**src/rtl/mem_bus_ctrl_if.sv**
```systemverilog
// Signal bundle joining the CPU fetch/data ports and the unified RAM to the memory bus controller.
interface mem_bus_ctrl_if;
   logic        if_req;
   logic [31:0] if_addr;
   logic        if_ready;
   logic [31:0] if_rdata;
   logic        d_req;
   logic        d_we;
   logic [1:0]  d_size;
   logic        d_unsigned;
   logic [31:0] d_addr;
   logic [31:0] d_wdata;
   logic        d_ready;
   logic [31:0] d_rdata;
   logic        d_misalign;
   logic [31:0] ram_addr;
   logic        ram_wr_en;
   logic [31:0] ram_wdata;
   logic [31:0] ram_rdata;

   modport slave (
      input  if_req, if_addr, d_req, d_we, d_size, d_unsigned, d_addr, d_wdata, ram_rdata,
      output if_ready, if_rdata, d_ready, d_rdata, d_misalign, ram_addr, ram_wr_en, ram_wdata
   );

   modport master (
      output if_req, if_addr, d_req, d_we, d_size, d_unsigned, d_addr, d_wdata, ram_rdata,
      input  if_ready, if_rdata, d_ready, d_rdata, d_misalign, ram_addr, ram_wr_en, ram_wdata
   );
endinterface

```
**src/rtl/mem_bus_ctrl.sv**
```systemverilog
// Single-port RAM controller: arbitrates fetch vs data, does read-modify-write for sub-word
// stores, extends sub-word loads and rejects misaligned data accesses.
module mem_bus_ctrl #(
   parameter bit FAIR_ARB = 1'b1
) (
   input logic           clk,
   input logic           rst_n,
   input logic           clk_en,
   mem_bus_ctrl_if.slave bus
);

   typedef enum logic [2:0] {IDLE, READ, RMW_RD, WRITE, RESP} state_t;

   state_t      state, next_state;
   logic [1:0]  addr_lo, size;
   logic        is_unsigned, src_data, last_grant;
   logic [15:0] wdata;
   logic [31:0] merge_word, ram_addr_q, if_rdata_q, d_rdata_q;
   logic        if_ready_q, d_ready_q, d_misalign_q;
   logic        grant_data, grant_fetch, misaligned;
   logic [31:0] sel_addr;

   function automatic logic [31:0] extend_load(input logic [31:0] word, input logic [1:0] lo,
                                               input logic [1:0] sz, input logic uns);
      logic [7:0]  b;
      logic [15:0] h;
      logic [31:0] r;
      b = word[{lo, 3'b000} +: 8];
      h = lo[1] ? word[31:16] : word[15:0];
      case (sz)
         2'b00:   r = uns ? {24'h0, b} : {{24{b[7]}}, b};
         2'b01:   r = uns ? {16'h0, h} : {{16{h[15]}}, h};
         default: r = word;
      endcase
      return r;
   endfunction

   function automatic logic [31:0] merge_store(input logic [31:0] word, input logic [15:0] data,
                                               input logic [1:0] lo, input logic [1:0] sz);
      logic [31:0] r;
      r = word;
      if (sz == 2'b00) r[{lo, 3'b000} +: 8] = data[7:0];
      else             r[{lo[1], 4'b0000} +: 16] = data;
      return r;
   endfunction

   // With FAIR_ARB a data grant hands the next tie to fetch; otherwise data always wins.
   always_comb begin
      grant_data  = bus.d_req && !(bus.if_req && FAIR_ARB && last_grant);
      grant_fetch = bus.if_req && !grant_data;
      sel_addr    = grant_data ? bus.d_addr : bus.if_addr;
      case (bus.d_size)
         2'b00:   misaligned = 1'b0;
         2'b01:   misaligned = bus.d_addr[0];
         2'b10:   misaligned = |bus.d_addr[1:0];
         default: misaligned = 1'b1;
      endcase
   end

   always_comb begin
      next_state = state;
      case (state)
         IDLE: begin
            if (grant_data) begin
               if (misaligned)              next_state = RESP;
               else if (!bus.d_we)          next_state = READ;
               else if (bus.d_size == 2'b10) next_state = WRITE;
               else                         next_state = RMW_RD;
            end else if (grant_fetch) begin
               next_state = READ;
            end
         end
         READ:    next_state = RESP;
         RMW_RD:  next_state = WRITE;
         WRITE:   next_state = RESP;
         RESP:    next_state = IDLE;
         default: next_state = IDLE;
      endcase
   end

   always_ff @(posedge clk or negedge rst_n) begin
      if (!rst_n)      state <= IDLE;
      else if (clk_en) state <= next_state;
   end

   // Ready outputs are loaded on the edge entering RESP so they are high exactly while in RESP.
   always_ff @(posedge clk or negedge rst_n) begin
      if (!rst_n) begin
         addr_lo      <= 2'b00;
         size         <= 2'b00;
         is_unsigned  <= 1'b0;
         src_data     <= 1'b0;
         last_grant   <= 1'b0;
         wdata        <= 16'h0;
         merge_word   <= 32'h0;
         ram_addr_q   <= 32'h0;
         if_rdata_q   <= 32'h0;
         d_rdata_q    <= 32'h0;
         if_ready_q   <= 1'b0;
         d_ready_q    <= 1'b0;
         d_misalign_q <= 1'b0;
      end else if (clk_en) begin
         case (state)
            IDLE: begin
               if (grant_data || grant_fetch) begin
                  last_grant  <= grant_data;
                  src_data    <= grant_data;
                  addr_lo     <= sel_addr[1:0];
                  size        <= grant_data ? bus.d_size : 2'b10;
                  is_unsigned <= bus.d_unsigned;
                  wdata       <= bus.d_wdata[15:0];
                  if (next_state == RESP) begin
                     d_ready_q    <= 1'b1;
                     d_misalign_q <= 1'b1;
                     d_rdata_q    <= 32'h0;
                  end else begin
                     ram_addr_q <= {sel_addr[31:2], 2'b00};
                  end
                  if (next_state == WRITE) merge_word <= bus.d_wdata;
               end
            end
            READ: begin
               if (src_data) begin
                  d_ready_q <= 1'b1;
                  d_rdata_q <= extend_load(bus.ram_rdata, addr_lo, size, is_unsigned);
               end else begin
                  if_ready_q <= 1'b1;
                  if_rdata_q <= bus.ram_rdata;
               end
            end
            RMW_RD: merge_word <= merge_store(bus.ram_rdata, wdata, addr_lo, size);
            WRITE: begin
               d_ready_q <= 1'b1;
               d_rdata_q <= 32'h0;
            end
            RESP: begin
               if_ready_q   <= 1'b0;
               d_ready_q    <= 1'b0;
               d_misalign_q <= 1'b0;
            end
            default: ;
         endcase
      end
   end

   assign bus.if_ready   = if_ready_q;
   assign bus.if_rdata   = if_rdata_q;
   assign bus.d_ready    = d_ready_q;
   assign bus.d_rdata    = d_rdata_q;
   assign bus.d_misalign = d_misalign_q;
   assign bus.ram_addr   = ram_addr_q;
   assign bus.ram_wdata  = merge_word;
   assign bus.ram_wr_en  = (state == WRITE) && clk_en;

endmodule

```
**src/flat_wrapper.sv**
```systemverilog
// flat-port wrapper written by rule: the top's interface ports become plain ports
module mem_bus_ctrl_flat 
#(
   parameter bit FAIR_ARB = 1'b1
)
  (clk, rst_n, clk_en, bus_if_req, bus_if_addr, bus_d_req, bus_d_we, bus_d_size, bus_d_unsigned, bus_d_addr, bus_d_wdata, bus_ram_rdata, bus_if_ready, bus_if_rdata, bus_d_ready, bus_d_rdata, bus_d_misalign, bus_ram_addr, bus_ram_wr_en, bus_ram_wdata);
  mem_bus_ctrl_if bus_i ();
  input logic clk;
  input logic rst_n;
  input logic clk_en;
  input wire logic [$bits(bus_i.if_req)-1:0] bus_if_req;
  input wire logic [$bits(bus_i.if_addr)-1:0] bus_if_addr;
  input wire logic [$bits(bus_i.d_req)-1:0] bus_d_req;
  input wire logic [$bits(bus_i.d_we)-1:0] bus_d_we;
  input wire logic [$bits(bus_i.d_size)-1:0] bus_d_size;
  input wire logic [$bits(bus_i.d_unsigned)-1:0] bus_d_unsigned;
  input wire logic [$bits(bus_i.d_addr)-1:0] bus_d_addr;
  input wire logic [$bits(bus_i.d_wdata)-1:0] bus_d_wdata;
  input wire logic [$bits(bus_i.ram_rdata)-1:0] bus_ram_rdata;
  output wire logic [$bits(bus_i.if_ready)-1:0] bus_if_ready;
  output wire logic [$bits(bus_i.if_rdata)-1:0] bus_if_rdata;
  output wire logic [$bits(bus_i.d_ready)-1:0] bus_d_ready;
  output wire logic [$bits(bus_i.d_rdata)-1:0] bus_d_rdata;
  output wire logic [$bits(bus_i.d_misalign)-1:0] bus_d_misalign;
  output wire logic [$bits(bus_i.ram_addr)-1:0] bus_ram_addr;
  output wire logic [$bits(bus_i.ram_wr_en)-1:0] bus_ram_wr_en;
  output wire logic [$bits(bus_i.ram_wdata)-1:0] bus_ram_wdata;
  assign bus_i.if_req = bus_if_req;
  assign bus_i.if_addr = bus_if_addr;
  assign bus_i.d_req = bus_d_req;
  assign bus_i.d_we = bus_d_we;
  assign bus_i.d_size = bus_d_size;
  assign bus_i.d_unsigned = bus_d_unsigned;
  assign bus_i.d_addr = bus_d_addr;
  assign bus_i.d_wdata = bus_d_wdata;
  assign bus_i.ram_rdata = bus_ram_rdata;
  assign bus_if_ready = bus_i.if_ready;
  assign bus_if_rdata = bus_i.if_rdata;
  assign bus_d_ready = bus_i.d_ready;
  assign bus_d_rdata = bus_i.d_rdata;
  assign bus_d_misalign = bus_i.d_misalign;
  assign bus_ram_addr = bus_i.ram_addr;
  assign bus_ram_wr_en = bus_i.ram_wr_en;
  assign bus_ram_wdata = bus_i.ram_wdata;
  mem_bus_ctrl #(.FAIR_ARB(FAIR_ARB)) u_core (.clk(clk), .rst_n(rst_n), .clk_en(clk_en), .bus(bus_i));
endmodule
```
**config.mk**
```make
export PLATFORM = sky130hd
export DESIGN_NAME = mem_bus_ctrl_flat
export DESIGN_NICKNAME = d
export VERILOG_FILES = /design/src/rtl/mem_bus_ctrl_if.sv /design/src/rtl/mem_bus_ctrl.sv /design/src/flat_wrapper.sv
export SDC_FILE = /design/constraint.sdc
export NUM_CORES = 1
export LEC_CHECK = 0
export CAP_MARGIN = 0
export CORE_MARGIN = 2
export CORE_UTILIZATION = 35
export CTS_BUF_LIST = sky130_fd_sc_hd__clkbuf_2
export DETAILED_ROUTE_END_ITERATION = 8
export GPL_TIMING_DRIVEN = 0
export PLACE_DENSITY = 0.69
export SETUP_SLACK_MARGIN = 0.4
export SLEW_MARGIN = 30
export SYNTH_ARGS = -nofsm -noshare
export SYNTH_HDL_FRONTEND = slang
export SYNTH_SLANG_ARGS = --single-unit
```
**constraint.sdc**
```tcl
create_clock -name clk -period 5.3 [get_ports clk]
set_input_delay 0.53 -clock clk [delete_from_list [all_inputs] [get_ports clk]]
set_output_delay 0.53 -clock clk [all_outputs]
set_load 0.02 [all_outputs]
```
==> impl_metrics.csv, run 1 <==
group,metric,value,unit
pwr,p_leak,4.900,nW
global_routing,track_usage,22.51,%
synth,yosysWarnings,0,
timing,finalSetupViolations,0,
synth,ys_seq_area_share,49.47,%
timing,whs,0.2188,ns
drt,ant_nets,0,
synth,ys_types,53,
global_routing,grt_max_degree,64,
clock_network,cts_setup_buffers,0,
die,die_h,153.2,um
setup_path,rr_worst_depth,9,
clock_network,cts_tree,"done",
die,io_pins,269,
die,core,0.02182,sq mm
drt,viasPerCell,5.330,
finish,nets,1180,
clock_network,clock-sinks,154,
synth,synth_top_area_cell,"dfrtp_1",
global_routing,grt_first_pass_wirelength,40.59,mm
setup_path,startpoint,"u_core.addr_lo[1]",
timing,finalMaxSlewViolations,0,
timing,rsz0062_at_grt,"false",
timing,period_share,60.31,%
synth,syn_area,0.007790,sq mm
timing,period_minus_slack,3.197,ns
timing,tightest_slew,0.8191,ns
drt,drc_errors,0,
drt,vias,7105,
timing,hold_violations,0,
setup_path,critPathKind,"reg2reg",
synth,synth_ff_type,"dfrtp_1",
clock_network,cts_buffers,17,
synth,synth_seq_cells,154,
pwr,powerDensity,538.3,mW/mm^2
synth,synth_top_area_share,49.47,%
drt,initialDrtViolationCount,632,
clock_network,cts_root_buf,"clkbuf_2",
setup_path,start_kind,"register",
setup_path,cp_max_fo,10,
synth,synthTopCellsByArea,"dfrtp_1, mux2_4, mux2_1, mux2i_1, nand2_1",
place,dpl.cell_count,1298,
synth,ys_top_cells_by_count,"dfrtp_1, nand2_1, nor2_1",
drt,drt_pass1_iterations,7,
die,dieArea,0.02347,sq mm
clock_network,cts_resized,0,
clock_network,cts_buffer_depth,2,
finish,drive_gt1_share,11.42,%
setup_path,r2r_start,"u_core.addr_lo[1]",
synth,synth_most_common_cell,"dfrtp_1",
drt,wl,26.98,mm
die,start_util,35.70,%
global_routing,overflow,0,
clock_network,hold_buffers,1,
drt,wl_per_cell,20.24,um
place,gp_congestion,0.9236,
setup_path,arrival,3.91,ns
outcome,status,"finished clean",
worst_hold_path,min_path_type,"in2async",
timing,finClkSkew,0.02808,ns
clock_network,cts_max_level,4,
setup_path,cp.required,6.01,ns
setup_path,rr_endpoint,"u_core.bus.ram_wdata[9]",
global_routing,antenna_found_initial,2,
timing,slew_headroom,45.25,%
finish,fin_cells,1333,
timing,fmaxAchievable,312.8,MHz
synth,syn_inst,749,
clock_network,clk_pin_slew,0.26,ns
synth,avgSynthCellArea,10.40,sq um
clock_network,clkLatencyLatePin,0.75,ns
die,chipWidth,153.2,um
flow_run,cap_violations,0,
die,rows,54,
global_routing,grt_pass1_vias,7013,
setup_path,cp-end-kind,"register",
setup_path,crit_end,"u_core.bus.ram_wdata[9]",
place,place_hpwl,20.84,mm
synth,ys_async_sr_fraction,100.0,%
place,port-buffer-count,266,
setup_path,r2r_slack,2.10,ns
pwr,ir_worst_vdd,0.2172,mV
finish,syn2layout_area_growth,42.34,%
synth,synth_edf_count,0,
==> metal layers <==
layer,global-route usage (%),share of wire [%],vias to the layer above
met1,28.15,41,3420
met5,0,0,-
met4,6.393,2.0,0
met3,7.060,9.2,40
met2,37.59,48,379
li1,-,-,3266
==> metrics by stage <==
stage	util [%]	setup TNS, ns	cell area (sq um)	total power [W]	setup WS (ns)
2_1_floorplan	-	0	7794	0.003853	2.901
3_3_place_gp	49.52	-435.44	10810	0.005319	-2.843
3_5_place_dp	49.79	0	10870	0.005368	2.239
4_1_cts	50.79	0	11080	0.005996	2.193
5_1_grt	50.81	0	11090	0.006343	1.990
6_report	50.81	0	11090	0.005969	2.104
==> placed cells by master, fill, tap and decap left out, drive strengths merged, types with 18 or more instances in the layout <==
cell type	Yosys	layout
clkdlybuf4s50	0	265
dfrtp	154	154
nand2	80	80
nor2	79	79
mux2	75	75
o21ai	71	71
a21oi	52	52
clkbuf	22	40
buf	31	34
mux2i	32	32
inv	24	29
a221oi	24	24
o31ai	18	18
==> final cells by class <==
| cell class | count | area [sq um] |
|---|---|---|
| Fill cell | 2064 | 10740 |
| Sequential cell | 154 | 3854 |
| Multi-Input combinational cell | 519 | 3591 |
| Timing Repair Buffer | 269 | 2733 |
| Tap cell | 280 | 350.3 |
| Buffer | 53 | 259.0 |
| Clock inverter | 14 | 116.4 |
| Clock buffer | 18 | 90.09 |
| Inverter | 24 | 90.09 |
| Antenna cell | 2 | 5.005 |
==> power breakdown <==
| part | switching (W) | internal, W | total (W) |
|---|---|---|---|
| clock | 0.000481 | 0.000135 | 0.000616 |
| combinational | 0.00177 | 0.00152 | 0.00329 |
| sequential | 0.000359 | 0.00170 | 0.00206 |
==> cell families after synthesis <==
group	share of synthesized area [%]
compound gates	18.02
other cells	0.04814
simple gates	10.49
fa+ha+maj	0.8031
buf+inv	4.481
mux	16.69
flops	49.47
==> sequential cells by signal, indices dropped and copies added, names as in the netlist <==
register               flops
u_core.bus.ram_wdata      32
u_core.is_unsigned         1
u_core.bus.if_ready        1
u_core.wdata              16
u_core.bus.d_misalign      1
u_core.bus.ram_addr       30
u_core.bus.d_ready         1
u_core.src_data            1
u_core.addr_lo             2
u_core.size                2
u_core.state               3
u_core.bus.if_rdata       32
u_core.bus.d_rdata        32
==> worst min-delay path by stage <==
stage	startpoint	end	slack, ns	depth (start not counted)
floorplan	rst_n	u_core.addr_lo[0]	0.23	0
global placement	u_core.bus.d_rdata[7]	u_core.bus.d_rdata[7]	0.46	1
detailed placement	rst_n	u_core.bus.if_rdata[30]	0.43	1
CTS	rst_n	u_core.bus.if_rdata[2]	0.15	2
global route	rst_n	u_core.bus.if_rdata[19]	0.15	2
finish	rst_n	u_core.bus.ram_addr[7]	0.22	2
==> critical path, cell delays in order, from the launching register on <==
cell and delay, ns:
dfrtp_1 0.47, buf_2 0.29, buf_2 0.31, buf_2 0.29
inv_1 0.11, ha_1 0.38, nor4b_2 0.70, a221oi_1 0.20
o21ai_1 0.25, mux2_4 0.18
Power figures use the tool's default switching activity.
==> run 2, diff against run 1 <==
PLACE_DENSITY = 0.72   (was 0.69)
clock period = 2.9 ns   (was 5.3 ns; I/O delays follow)
==> impl_metrics.csv, run 2 (same netlist as run 1, synthesis figures left out) <==
group,metric,value,unit
outcome,status,"finished clean",
setup_path,rr_endpoint,"u_core.bus.ram_wdata[0]",
global_routing,grt_first_pass_wirelength,41.81,mm
clock_network,clk_pin_slew,0.26,ns
finish,nets,1190,
finish,syn2layout_area_growth,45.36,%
timing,period_share,84.05,%
die,chipWidth,153.2,um
drt,drc_errors,0,
pwr,powerDensity,1004,mW/mm^2
die,rows,54,
pwr,power_frac_clock,11.9,%
finish,drive_gt1_share,12.82,%
setup_path,start_kind,"register",
die,start_util,35.70,%
setup_path,crit_chain,"buf_6 > buf_8 > buf_8 > inv_2 > ha_4 > nor3b_1 > a31oi_1 > nor2_4 > a221o_1 > mux2_4",
place,port-buffer-count,266,
worst_hold_path,min-delay-start,"bus_if_addr[11]",
pwr,p_sw,0.004825,W
setup_path,cp_max_fo,10,
setup_path,cpMostUsedCell,"buf_8",
finish,final_cell_mix,"clkdlybuf4s50_1, dfrtp_1, nand2_1",
timing,fin_setup_tns,0,ns
global_routing,antenna_found_initial,2,
clock_network,clock-sinks,154,
clock_network,cts_root_buf,"clkbuf_2",
die,core,0.02182,sq mm
die,die_h,153.2,um
clock_network,cts_tree,"done",
flow_run,cap_violations,0,
clock_network,cts_buffers,17,
setup_path,r2r_slack,0.46,ns
drt,ant_nets,0,
pwr,ir_worst_vdd,0.5187,mV
timing,slew_headroom,60.50,%
place,place_hpwl,21.27,mm
worst_hold_path,min_path_type,"in2reg",
place,gp_congestion,0.9061,
drt,initialDrtViolationCount,605,
setup_path,crit_slowest_cell,"dfrtp_1",
pwr,p_leak,5.015,nW
finish,final_common_cell,"clkdlybuf4s50_1",
drt,drt_pass1_iterations,6,
place,dpl.cell_count,1298,
setup_path,r2r_start,"u_core.addr_lo[1]",
pwr,switching_share,42.44,%
pwr,p_int,0.006545,W
timing,finalMaxSlewViolations,0,
drt,viasPerCell,5.364,
setup_path,arrival,3.08,ns
clock_network,cts_max_level,4,
finish,utilization,51.89,%
timing,finClkSkew,0.04598,ns
timing,period_minus_slack,2.438,ns
drt,wl,27.59,mm
timing,rsz0062_at_grt,"false",
drt,vias,7204,
setup_path,cp-end-kind,"register",
timing,finalSetupViolations,0,
timing,tightest_slew,0.5913,ns
die,io_pins,269,
timing,hold_violations,0,
global_routing,grt_max_degree,58,
global_routing,overflow,0,
clock_network,clkLatencyLatePin,0.76,ns
global_routing,track_usage,23.19,%
setup_path,startpoint,"u_core.addr_lo[1]",
setup_path,crit_end,"u_core.bus.ram_wdata[0]",
setup_path,critPathKind,"reg2reg",
global_routing,grt_pass1_vias,7218,
setup_path,slowest_delay,0.43,ns
pwr,p_seq_share,33.2,%
setup_path,rr_worst_depth,10,
drt,wl_per_cell,20.54,um
die,dieArea,0.02347,sq mm
setup_path,cp.required,3.54,ns
finish,fin_cells,1343,
timing,fmaxAchievable,410.2,MHz
clock_network,cts_buffer_depth,2,
pwr,combPwrFrac,54.9,%
==> run 2: cell count changes in the layout (fill, tap and decap cells not counted), sizes merged, moves of 2 or more <==
cell,before,now
inv,29,27
clkinvlp,4,2
clkbuf,40,42
buf,34,43
bufinv,0,3
==> run 2: area by class of cell <==
class | instances | area [sq um]
antenna | 2 | 5.005
buffer | 53 | 286.5
clock buffer | 20 | 100.1
clock inverter | 12 | 165.2
fill | 2014 | 10500
inverter | 24 | 90.09
multi-input combinational | 519 | 3643
sequential | 154 | 3854
tap | 280 | 350.3
timing repair buffer | 279 | 2829
==> run 2: worst min path at each step <==
stage          cells past startpoint  slack [ns]                      end
3_5_place_dp                       1        0.22  u_core.bus.if_rdata[29]
5_1_grt                            3        0.07   u_core.bus.ram_addr[2]
4_1_cts                            3        0.06  u_core.bus.ram_addr[11]
3_3_place_gp                       2        0.46   u_core.bus.d_rdata[21]
6_report                           3        0.12  u_core.bus.ram_addr[11]
2_1_floorplan                      0      -0.006        u_core.addr_lo[0]
==> run 2: per-stage QoR <==
| stage | hold slack (ns) | total power, W | setup slack, ns | area (sq um) |
|---|---|---|---|---|
| after detailed placement | 0.2157 | 0.009833 | -0.1683 | 10870 |
| after global placement | 0.4617 | 0.009717 | -4.807 | 10810 |
| after CTS | 0.05598 | 0.01129 | 0.4006 | 11230 |
| after global routing | 0.06753 | 0.01206 | 0.4012 | 11320 |
| final | 0.1171 | 0.01137 | 0.4624 | 11320 |
| after floorplan | -0.005591 | 0.007041 | 0.5011 | 7794 |
==> run 2: worst max-delay path, delay by kind of cell, from the launching register on <==
| kind | cells | cell delay [ns] |
|---|---|---|
| AOI/OAI and AO/OA | 2 | 0.66 |
| adders and majority gates | 1 | 0.30 |
| buffers and inverters | 4 | 0.47 |
| DFF | 1 | 0.43 |
| muxes | 1 | 0.28 |
| and+or+nand+nor | 2 | 0.17 |
==> run 2: layer usage <==
metal	wire [um]	global-route usage, %
met1	11020	28.88
met2	13520	39.09
met3	2509	7.088
met4	548	6.393
met5	0	0
==> run 2: power groups by stage <==
stage	registers [W]	clock network, W	logic, W
after floorplan	0.00469	0	0.00235
after global placement	0.00379	0	0.00593
after detailed placement	0.00382	0	0.00602
after CTS	0.00377	0.00139	0.00614
after global routing	0.00391	0.00147	0.00668
final	0.00377	0.00135	0.00625
==> run 2: timing repair <==
item | 4_1_cts | 5_1_grt
endpoints found under the hold margin | 97 | 0
resized for setup | 12 | 10
endpoints found under the setup margin | 33 | 31
setup buffers | 2 | 6
pin swaps | 1 | 3
hold buffers | 3 | 0
==> run 3, diff against run 2 <==
clock period = 2.1 ns   (was 2.9 ns; I/O delays follow)
==> impl_metrics.csv, run 3 (same netlist as run 1, synthesis figures left out) <==
group,metric,value,unit
die,rows,54,
setup_path,crit_chain,"buf_6 > buf_8 > buf_12 > inv_8 > ha_4 > buf_6 > nor4_4 > buf_6 > a221oi_4 > o21ai_2 > mux2_4",
setup_path,cpMostUsedCell,"buf_6",
timing,fmaxAchievable,469.5,MHz
global_routing,grt_first_pass_wirelength,44.05,mm
finish,nets,1283,
timing,tightest_slew,0.6972,ns
die,start_util,35.70,%
place,gp_congestion,0.9161,
setup_path,r2r_start,"u_core.addr_lo[1]",
drt,drt_pass1_iterations,7,
timing,fin_ws,-0.03015,ns
worst_hold_path,min-delay-start,"bus_d_wdata[4]",
setup_path,cp-end-kind,"register",
drt,wl,30.26,mm
setup_path,cp_max_fo,8,
place,port-buffer-count,266,
pwr,p_leak,5.980,nW
drt,vias,7773,
timing,rsz0062_at_grt,"true",
clock_network,cts_tree,"done",
setup_path,critPathKind,"reg2reg",
timing,period_minus_slack,2.130,ns
finish,final_cell_mix,"dfrtp_1, clkdlybuf4s50_1, buf_2",
clock_network,cts_buffer_depth,2,
place,dpl.cell_count,1298,
global_routing,overflow,0,
timing,finClkSkew,0.02965,ns
drt,initialDrtViolationCount,657,
timing,period_share,101.4,%
finish,syn2layout_area_growth,64.60,%
place,place_hpwl,21.27,mm
clock_network,clkLatencyLatePin,0.76,ns
drt,drc_errors,0,
pwr,ir_worst_vdd,0.6126,mV
flow_run,cap_violations,0,
timing,finalMaxSlewViolations,0,
worst_hold_path,holdPathEnd,"u_core.wdata[4]",
timing,slew_headroom,53.52,%
timing,whs,0.04793,ns
setup_path,arrival,2.83,ns
global_routing,grt_max_degree,66,
global_routing,track_usage,24.33,%
clock_network,clock-sinks,154,
clock_network,cts_root_buf,"clkbuf_2",
die,core,0.02182,sq mm
drt,wl_per_cell,21.09,um
pwr,powerDensity,1386,mW/mm^2
timing,finalSetupViolations,7,
global_routing,antenna_found_initial,1,
clock_network,clk_pin_slew,0.25,ns
timing,hold_violations,0,
timing,fin_setup_tns,-0.1233,ns
die,io_pins,269,
clock_network,cts_max_level,4,
die,die_h,153.2,um
outcome,violations,"negative setup slack",
worst_hold_path,hold_path_depth,3,
finish,final_common_cell,"dfrtp_1",
setup_path,r2r_slack,-0.03,ns
finish,fillers,1798,
drt,ant_nets,0,
die,chipWidth,153.2,um
global_routing,grt_pass1_vias,7625,
setup_path,crit_slowest_cell,"dfrtp_1",
setup_path,cp.required,2.80,ns
setup_path,slowest_delay,0.45,ns
drt,viasPerCell,5.417,
worst_hold_path,min_path_type,"in2reg",
finish,drive_gt1_share,45.10,%
die,dieArea,0.02347,sq mm
setup_path,rr_endpoint,"u_core.bus.ram_wdata[30]",
finish,fin_cells,1435,
clock_network,cts_buffers,17,
place,place_ws,-0.3470,ns
setup_path,rr_worst_depth,11,
setup_path,start_kind,"register",
outcome,status,"finished, violations left",
==> run 3: cell count changes in the layout (fill, tap and decap cells not counted), sizes merged <==
cell / before / now
inv: 27 / 26
dlygate4sd2: 1 / 0
clkbuf: 42 / 39
clkdlybuf4s50: 264 / 135
clkinv: 4 / 7
dlygate4sd3: 2 / 8
buf: 43 / 261
bufinv: 3 / 2
==> run 3: what timing repair did <==
item,in CTS,in global routing
cloned,4,7
pin swaps,43,35
hold endpoints to repair,160,0
buffers inserted,55,29
hold buffers,9,0
endpoints found under the setup margin,277,183
gates resized for setup,656,235
==> run 3: layout make-up <==
class / instances / area, sq um / area share (%)
multi-input cells: 519 / 4612 / 35.97
flip-flops and latches: 154 / 3859 / 30.09
repair buffers: 372 / 3134 / 24.44
plain buffers: 53 / 523.0 / 4.079
well taps: 280 / 350.3 / 2.732
clock inverters: 13 / 146.4 / 1.142
inverters: 24 / 102.6 / 0.8002
clock buffers: 18 / 90.09 / 0.7026
diodes: 2 / 5.005 / 0.03903
==> run 3: through the flow <==
stage                     instance area, sq um  power (W)  utilization [%]
after floorplan                           7871   0.009897                -
after global placement                   10880    0.01360            49.87
after detailed placement                 10940    0.01374            50.15
after CTS                                11950    0.01618            54.74
after global routing                     12820    0.01878            58.75
final                                    12820    0.01778            58.75
==> run 3: per-layer routing <==
layer	vias to the layer above	routed length (um)	GRT usage [%]
met5	-	0	0
met4	0	862	7.231
met3	68	2517	7.003
met2	434	15170	41.92
met1	3785	11710	29.59
li1	3486	-	-
==> run 3: worst max path at each step <==
stage	from	endpoint	slack, ns	cells after the start
floorplan	u_core.addr_lo[1]	u_core.bus.ram_wdata[0]	0.006	10
global placement	rst_n	u_core.bus.ram_addr[28]	-5.56	1
detailed placement	u_core.addr_lo[1]	u_core.bus.ram_wdata[1]	-0.35	10
CTS	u_core.addr_lo[1]	u_core.bus.ram_wdata[1]	-0.08	10
global route	u_core.addr_lo[1]	u_core.bus.ram_wdata[1]	-0.07	10
finish	u_core.addr_lo[1]	u_core.bus.ram_wdata[30]	-0.03	11
==> run 3: critical path: cells and delay by family (launching register included) <==
family	cells	cell delay (ns)
AOI/OAI and AO/OA	2	0.28
adders and majority gates	1	0.20
buffers and inverters	6	0.75
DFF	1	0.45
muxes	1	0.16
and+or+nand+nor	1	0.22
==> run 3: report_power, final <==
| group | total (W) | switching (W) | internal [W] |
|---|---|---|---|
| sequential | 0.00538 | 0.00107 | 0.00431 |
| combinational | 0.0107 | 0.00570 | 0.00496 |
| clock | 0.00173 | 0.00117 | 0.000559 |
| total | 0.0178 | 0.00795 | 0.00983 |
